## config.mk

```make
export PLATFORM = sky130hd
export DESIGN_NAME = bnn_registers
export DESIGN_NICKNAME = d
export VERILOG_FILES = /design/src/rtl/bnn_pkg.sv /design/src/rtl/serial_loader.sv /design/src/rtl/bnn_registers.sv
export SDC_FILE = /design/constraint.sdc
export NUM_CORES = 2
export LEC_CHECK = 0
export CAP_MARGIN = 25
export CELL_PAD_IN_SITES_DETAIL_PLACEMENT = 1
export CELL_PAD_IN_SITES_GLOBAL_PLACEMENT = 2
export CORE_AREA = 2 2 338 340
export CTS_BUF_LIST = sky130_fd_sc_hd__clkbuf_4
export CTS_CLUSTER_DIAMETER = 30
export DETAILED_ROUTE_END_ITERATION = 10
export DIE_AREA = 0 0 340 342
export PLACE_DENSITY = 0.94
export SYNTH_ARGS = -nofsm -noshare
export SYNTH_HDL_FRONTEND = slang
export SYNTH_SLANG_ARGS = --single-unit
```

## constraint.sdc

```tcl
create_clock -name clk -period 61.7 [get_ports clk]
set_input_delay 12.34 -clock clk [delete_from_list [all_inputs] [get_ports clk]]
set_output_delay 12.34 -clock clk [all_outputs]
set_load 0.01 [all_outputs]
```

## src/rtl/bnn_pkg.sv

```systemverilog
// Shared dimensions and storage types for the BNN input registers.
package bnn_pkg;

   localparam int unsigned IMG_DIM   = 28;
   localparam int unsigned K_DIM     = 3;
   localparam int unsigned N_FILT    = 8;
   localparam int unsigned N_PIX     = IMG_DIM * IMG_DIM;
   localparam int unsigned N_WGT     = N_FILT * K_DIM * K_DIM;
   localparam int unsigned PIX_CNT_W = 10;
   localparam int unsigned WGT_CNT_W = 7;

   typedef logic [IMG_DIM-1:0][IMG_DIM-1:0] pixel_img_t;
   typedef logic [K_DIM-1:0][K_DIM-1:0]     kernel_t;

endpackage

```

## src/rtl/serial_loader.sv

```systemverilog
// Serial-to-parallel store: a saturating bit counter selects, via a one-hot decode,
// which flop captures d_in. Optional count port under REGISTERS_STATUS_EN.
module serial_loader #(
   parameter int unsigned DEPTH = 784,
   parameter int unsigned CNT_W = 10
) (
   input  logic             clk,
   input  logic             reset,
   input  logic             en,
   input  logic             d_in,
   output logic [DEPTH-1:0] data,
`ifdef REGISTERS_STATUS_EN
   output logic [CNT_W-1:0] count,
`endif
   output logic             full
);

   localparam logic [CNT_W-1:0] LAST = CNT_W'(DEPTH - 1);

   logic [DEPTH-1:0] data_q;
   logic [DEPTH-1:0] wr_sel;
   logic [CNT_W-1:0] count_q;
   logic             full_q;
   logic             wr;

   assign wr = en & ~full_q;

   always_comb begin
      wr_sel = '0;
      if (wr) begin
         wr_sel[count_q] = 1'b1;
      end
   end

   always_ff @(posedge clk or posedge reset) begin
      if (reset) begin
         data_q  <= '0;
         count_q <= '0;
         full_q  <= 1'b0;
      end else begin
         data_q <= (data_q & ~wr_sel) | (wr_sel & {DEPTH{d_in}});
         if (wr) begin
            count_q <= count_q + 1'b1;
            // Full on the same edge that captures the last bit; counter then parks at DEPTH.
            if (count_q == LAST) begin
               full_q <= 1'b1;
            end
         end
      end
   end

   assign data = data_q;
   assign full = full_q;
`ifdef REGISTERS_STATUS_EN
   assign count = count_q;
`endif

endmodule

```

## src/rtl/bnn_registers.sv

```systemverilog
// Image and kernel storage filled from two parallel serial streams.
// Optional status outputs (pixel_count, weights_done) under REGISTERS_STATUS_EN.
module bnn_registers
   import bnn_pkg::*;
(
   input  logic                   clk,
   input  logic                   reset,
   input  logic                   en_wr,
   input  logic                   d_in_p,
   input  logic                   d_in_w,
   output pixel_img_t             pixels,
   output kernel_t [N_FILT-1:0]   weights,
`ifdef REGISTERS_STATUS_EN
   output logic [PIX_CNT_W-1:0]   pixel_count,
   output logic [0:0]             weights_done,
`endif
   output logic                   load_done
);

   logic [N_PIX-1:0] pix_flat;
   logic [N_WGT-1:0] wgt_flat;
   logic             pix_full;
   logic             wgt_full;
   logic             pix_en;
   logic             wgt_en;

   // Everything freezes once the image is complete; weights also stop at saturation.
   assign pix_en = en_wr & ~pix_full;
   assign wgt_en = pix_en & ~wgt_full;

   serial_loader #(
      .DEPTH (N_PIX),
      .CNT_W (PIX_CNT_W)
   ) u_pix_loader (
      .clk   (clk),
      .reset (reset),
      .en    (pix_en),
      .d_in  (d_in_p),
      .data  (pix_flat),
`ifdef REGISTERS_STATUS_EN
      .count (pixel_count),
`endif
      .full  (pix_full)
   );

`ifdef REGISTERS_STATUS_EN
   logic [WGT_CNT_W-1:0] wgt_count;
`endif

   serial_loader #(
      .DEPTH (N_WGT),
      .CNT_W (WGT_CNT_W)
   ) u_wgt_loader (
      .clk   (clk),
      .reset (reset),
      .en    (wgt_en),
      .d_in  (d_in_w),
      .data  (wgt_flat),
`ifdef REGISTERS_STATUS_EN
      .count (wgt_count),
`endif
      .full  (wgt_full)
   );

   assign pixels    = pix_flat;
   assign weights   = wgt_flat;
   assign load_done = pix_full;

`ifdef REGISTERS_STATUS_EN
   assign weights_done = wgt_full & (wgt_count == WGT_CNT_W'(N_WGT));
`endif

endmodule

```

* Word level (Yosys, flattened, before mapping)
Index checks and enable logic that the tools add are counted.
** Storage, ports and cells
- Register bits after elaboration :: 875
** Operators by class
- $add $sub $neg :: 2
- Order comparisons :: 4
- Equal/unequal tests :: 2
- Multiplexer cells :: 6
- Bitwise gates (word level) :: 14
- Reduce and logical (&&, ||, !) cells :: 4
** Operators with widths (number)
- $and A784 B784 Y784 :: 2
- $mux W784 :: 1
- $not A784 Y784 :: 1
- $or A784 B784 Y784 :: 1
- $and A72 B72 Y72 :: 2
- $mux W72 :: 1
- $not A72 Y72 :: 1
- $or A72 B72 Y72 :: 1
- $lt A10 B11 Y1 const B :: 1
- $add A10 B1 Y10 const B :: 1
- $demux W1 S10 :: 1
- $eq A10 B10 Y1 const B :: 1
- $ge A10 B1 Y1 const B :: 1
- $lt A7 B8 Y1 const B :: 1
- $add A7 B1 Y7 const B :: 1
- $demux W1 S7 :: 1
- $eq A7 B7 Y1 const B :: 1
- $ge A7 B1 Y1 const B :: 1
- $and A1 B1 Y1 :: 4
- $reduce_and A2 Y1 :: 2
- $logic_and A1 B1 Y1 :: 2
- $mux W1 :: 2
- $not A1 Y1 :: 2

* Longest topological paths before layout
- Depth in word-level cells :: 8
- Mapped depth :: 8
- Mapped depth without buffers :: 5

* Cells and area by module
Synthesis repeated with hierarchy kept, for this count alone.
** Second synthesis, totals
- Cell total of the unflattened synthesis :: 3173
- Area, all modules :: 40072.2 µm²
** Modules (own cells, without submodules)
- serial_loader at u_pix_loader :: instances 1, cells each 2880, area each 36356.1 µm², sequential area each 19894.1 µm²
- serial_loader at u_wgt_loader :: instances 1, cells each 291, area each 3697.3 µm², sequential area each 2001.9 µm²
- bnn_registers :: instances 1, cells each 2, area each 18.8 µm², sequential area each 0.0 µm²

* Worst setup path before layout
OpenSTA, ideal clock, no wires.
- Path kind :: input-to-reg
- Start point :: in en_wr
- End point :: reg (tool-made name)
- Setup time :: 127 ps
- Data arrival time :: 13490 ps
- Required time :: 61573 ps
- Path slack :: 48083 ps
- Stages on the path :: 6
- Buffers on the path :: 3
- Path through :: buf_2 nor4bb_1 buf_2 buf_4 nand4_1 mux2_1
** RTL lines
- start, declared :: RTL line bnn_registers.sv:8 : input logic en_wr,

* Worst setup path in the final report
- Start point :: reg u_pix_loader.full_q (netlist: u_pix_loader.full)
- End point :: out load_done
** RTL lines
- start, declared :: RTL line serial_loader.sv:23 : logic full_q;
- start signal, assigned :: RTL line serial_loader.sv:39 : full_q <= 1'b0;
- start signal, assigned :: RTL line serial_loader.sv:46 : full_q <= 1'b1;
- end, declared :: RTL line bnn_registers.sv:17 : output logic load_done
No word-level cell between the ends.

==> results.py <==
metrics = {
    "pwr": {
        "p_sw_mw": 0.582,
        "peakVddDrop_mv": 0.0404,
        "pwr-share-clk_pct": 34.3,
        "internal-power_mw": 0.983,
        "powerDensity_nw_per_um2": 29.9,
        "p_comb_share_pct": 25.4,
        "p_sw_share_pct": 37.2,
        "seq_power_share_pct": 40.3,
        "leakagePower_nw": 23.0,
    },
    "global_route": {
        "antenna_found_initial": 4,
        "grt_pass1_wl_um": 220000,
        "gr-usage-all-layers_pct": 24.4,
        "grt_max_degree": 236,
        "first_global_vias": 34063,
        "grt-ovfl-total": 0,
    },
    "cts": {
        "root_buffer": "clkbuf_4",
        "cts_hold_buffers": 0,
        "cts_buffer_depth": 3,
        "clock_sinks": 875,
        "clk_pin_slew_ns": 0.06,
        "post-cts-setup-buffer-count": 0,
        "clk_latency_ns": 1.23,
        "htree_levels": 4,
        "cts_buffers": 237,
        "cts_tree": "yes",
        "cts_resized": 0,
    },
    "synth": {
        "synth.avg_cell_area_sq_um": 12.6,
        "syn-num-nets": 3193,
        "yosysTopAreaCellShare_pct": 54.7,
        "synth_cell_types": 39,
        "synth-simple-area-share_pct": 15.1,
        "synth_mux_area_share_pct": 24.1,
        "synth_top_family_by_area": "multiplexers",
        "netlist_area_sq_um": 40000,
        "yosys-top-cells-area": "dfrtp_1 (55%), mux2_2 (21%), nand4_1 (11%), buf_2 (2.7%), mux2_1 (2.6%)",
        "netlist_instances": 3183,
        "seq_area_frac_synth_pct": 54.7,
        "yosys.area.top_type": "dfrtp_1",
        "yosysWarnings": 0,
        "synth_seq_cells": 875,
        "synth-xor-area-share_pct": 0.328,
        "yosys.area_share.adder_pct": 0.156,
        "synth-compound-area-share_pct": 0.0344,
    },
    "floorplanning": {
        "die_w_um": 340,
        "die_h_um": 342,
        "die-area_sq_um": 116000,
        "initial_core_util_pct": 35.4,
        "coreArea_sq_um": 113000,
        "ios": 862,
        "num_rows": 124,
    },
    "sta": {
        "fin_crit_sh_pct": 24.1,
        "finalCriticalPeriod_ns": 14.86,
        "skew_ns": 0.0969,
        "fin_tns_setup_ns": 0,
        "fmax_mhz": 67.3,
        "setup_ws_ns": 46.84,
        "setup_violations": 0,
        "slew_headroom_pct": 24.1,
        "rsz0062_at_grt": "false",
        "hold_violations": 0,
        "worst_pin_slew_ns": 1.14,
        "slew_violations": 0,
    },
    "worst_setup_path": {
        "crit_path_max_fanout": 25,
        "critical_path_class": "register to output pin",
        "crit_path_end": "load_done",
        "worstPathArrival_ns": 2.52,
        "worstPathRequired_ns": 49.36,
        "setup.worst_path.start": "u_pix_loader.full",
        "reg2reg_slack_ns": 58.15,
        "r2r_cells": 5,
        "startpoint_type": "register",
        "crit_path_end_kind": "output pin",
        "r2r-start": "u_pix_loader.count_q[5]",
    },
    "layout": {
        "fin_util_pct": 46.3,
        "drive_above_1_share_pct": 30.7,
        "fillers": 11745,
        "area.growth.synth_to_final_pct": 30.8,
        "final_cell_mix": "dfrtp_1 (875), clkdlybuf4s50_1 (859), mux2_2 (763)",
        "final_common_cell": "dfrtp_1",
        "final_nets": 3896,
    },
    "place": {
        "place_ws_ns": 45.36,
        "gp_congestion": 0.779,
        "dp_hpwl_um": 88700,
        "portBuffers": 861,
    },
    "drt": {
        "drc": 0,
        "wirelength_um": 146000,
        "drtPass1Iterations": 5,
        "vias": 31927,
        "via_per_inst": 5.72,
        "drtAntennaViolNets": 0,
        "routedWlPerCell_um": 26.2,
        "drt_iter0_drc": 2024,
    },
    "run_status": {
        "status": "finished clean",
    },
    "flow_run": {
        "cap_violations": 0,
    },
    "worst_hold_path": {
        "hp-class": "register to register",
    },
}
-- power by group through the flow --
stage / Combinational (mW) / Sequential, mW / Clock, mW
after floorplan: 0.219 / 0.642 / 0
after global placement: 0.388 / 0.638 / 0
after detailed placement: 0.395 / 0.641 / 0
after CTS: 0.396 / 0.630 / 0.555
after global routing: 0.418 / 0.634 / 0.583
final: 0.397 / 0.631 / 0.537
-- cell type report --
| cell class | instances | area, sq um | area share, % |
|---|---|---|---|
| clock inverters | 82 | 553 | 1.06 |
| flip-flops and latches | 875 | 21900 | 41.8 |
| well taps | 1512 | 1890 | 3.61 |
| multi-input cells | 1829 | 16100 | 30.8 |
| inverters | 3 | 18.8 | 0.0359 |
| clock buffers | 337 | 2530 | 4.83 |
| diodes | 5 | 12.5 | 0.0239 |
| repair buffers | 940 | 9340 | 17.8 |
-- how the worst min path moves through the flow --
| stage | startpoint | endpoint | slack (ns) | cells after the start |
|---|---|---|---|---|
| after global routing | register | register | 0.51 | 1 |
| after CTS | register | register | 0.49 | 1 |
| after floorplan | register | register | 0.53 | 1 |
| after global placement | register | register | 0.47 | 1 |
| final | register | register | 0.49 | 1 |
| after detailed placement | register | register | 0.48 | 1 |
-- synthesized netlist by cell type (all sizes together) --
cell and number:
a31o 1, nand4b 12, nor2b 16, nand2b 5
nor2 6, and3 1, nor3 3, nor4bb 9
dfrtp 875, nand2 8, ha 5, mux2 857
nor4 98, nor3b 4, nor4b 6, buf 285
nand4bb 5, o21ai 1, clkbuf 191, xnor2 8
or3 1, xor2 7, nand3b 2, inv 3
or2 1, and4bb 1, and4b 6, and2 8
nand3 57, nand4 700, and3b 1
-- stage by stage --
| stage | cell area, sq um | cells | power, mW | hold WS (ns) |
|---|---|---|---|---|
| 4_1_cts | 52300 | 5576 | 1.58 | 0.494 |
| 6_report | 52300 | 5583 | 1.56 | 0.491 |
| 3_5_place_dp | 49200 | 5157 | 1.04 | 0.482 |
| 2_1_floorplan | 40000 | 3183 | 0.861 | 0.534 |
| 3_3_place_gp | 49100 | 5152 | 1.03 | 0.472 |
| 5_1_grt | 52300 | 5582 | 1.63 | 0.507 |
-- critical path: stages, from the launching register on --
cell and delay (ns):
dfrtp_1 0.32, buf_4 0.34, clkdlybuf4s50_1 0.67
-- metal layers --
metal	vias to the layer above	wire, um	track usage (%)	part of all wire, %
li1	13518	-	-	-
met1	16731	57300	29.5	39
met2	1299	69400	38.4	47
met3	377	10800	6.90	7.4
met4	2	8850	15.2	6.0
met5	-	13	0	0.0089
-- cell families after synthesis --
logic type,Yosys count
muxes,857
DFF,875
and+or+nand+nor,950
buffers and inverters,479
adders and majority gates,5
xor gates and xnor gates,15
AOI/OAI and AO/OA,2
Power figures use the tool's default switching activity.
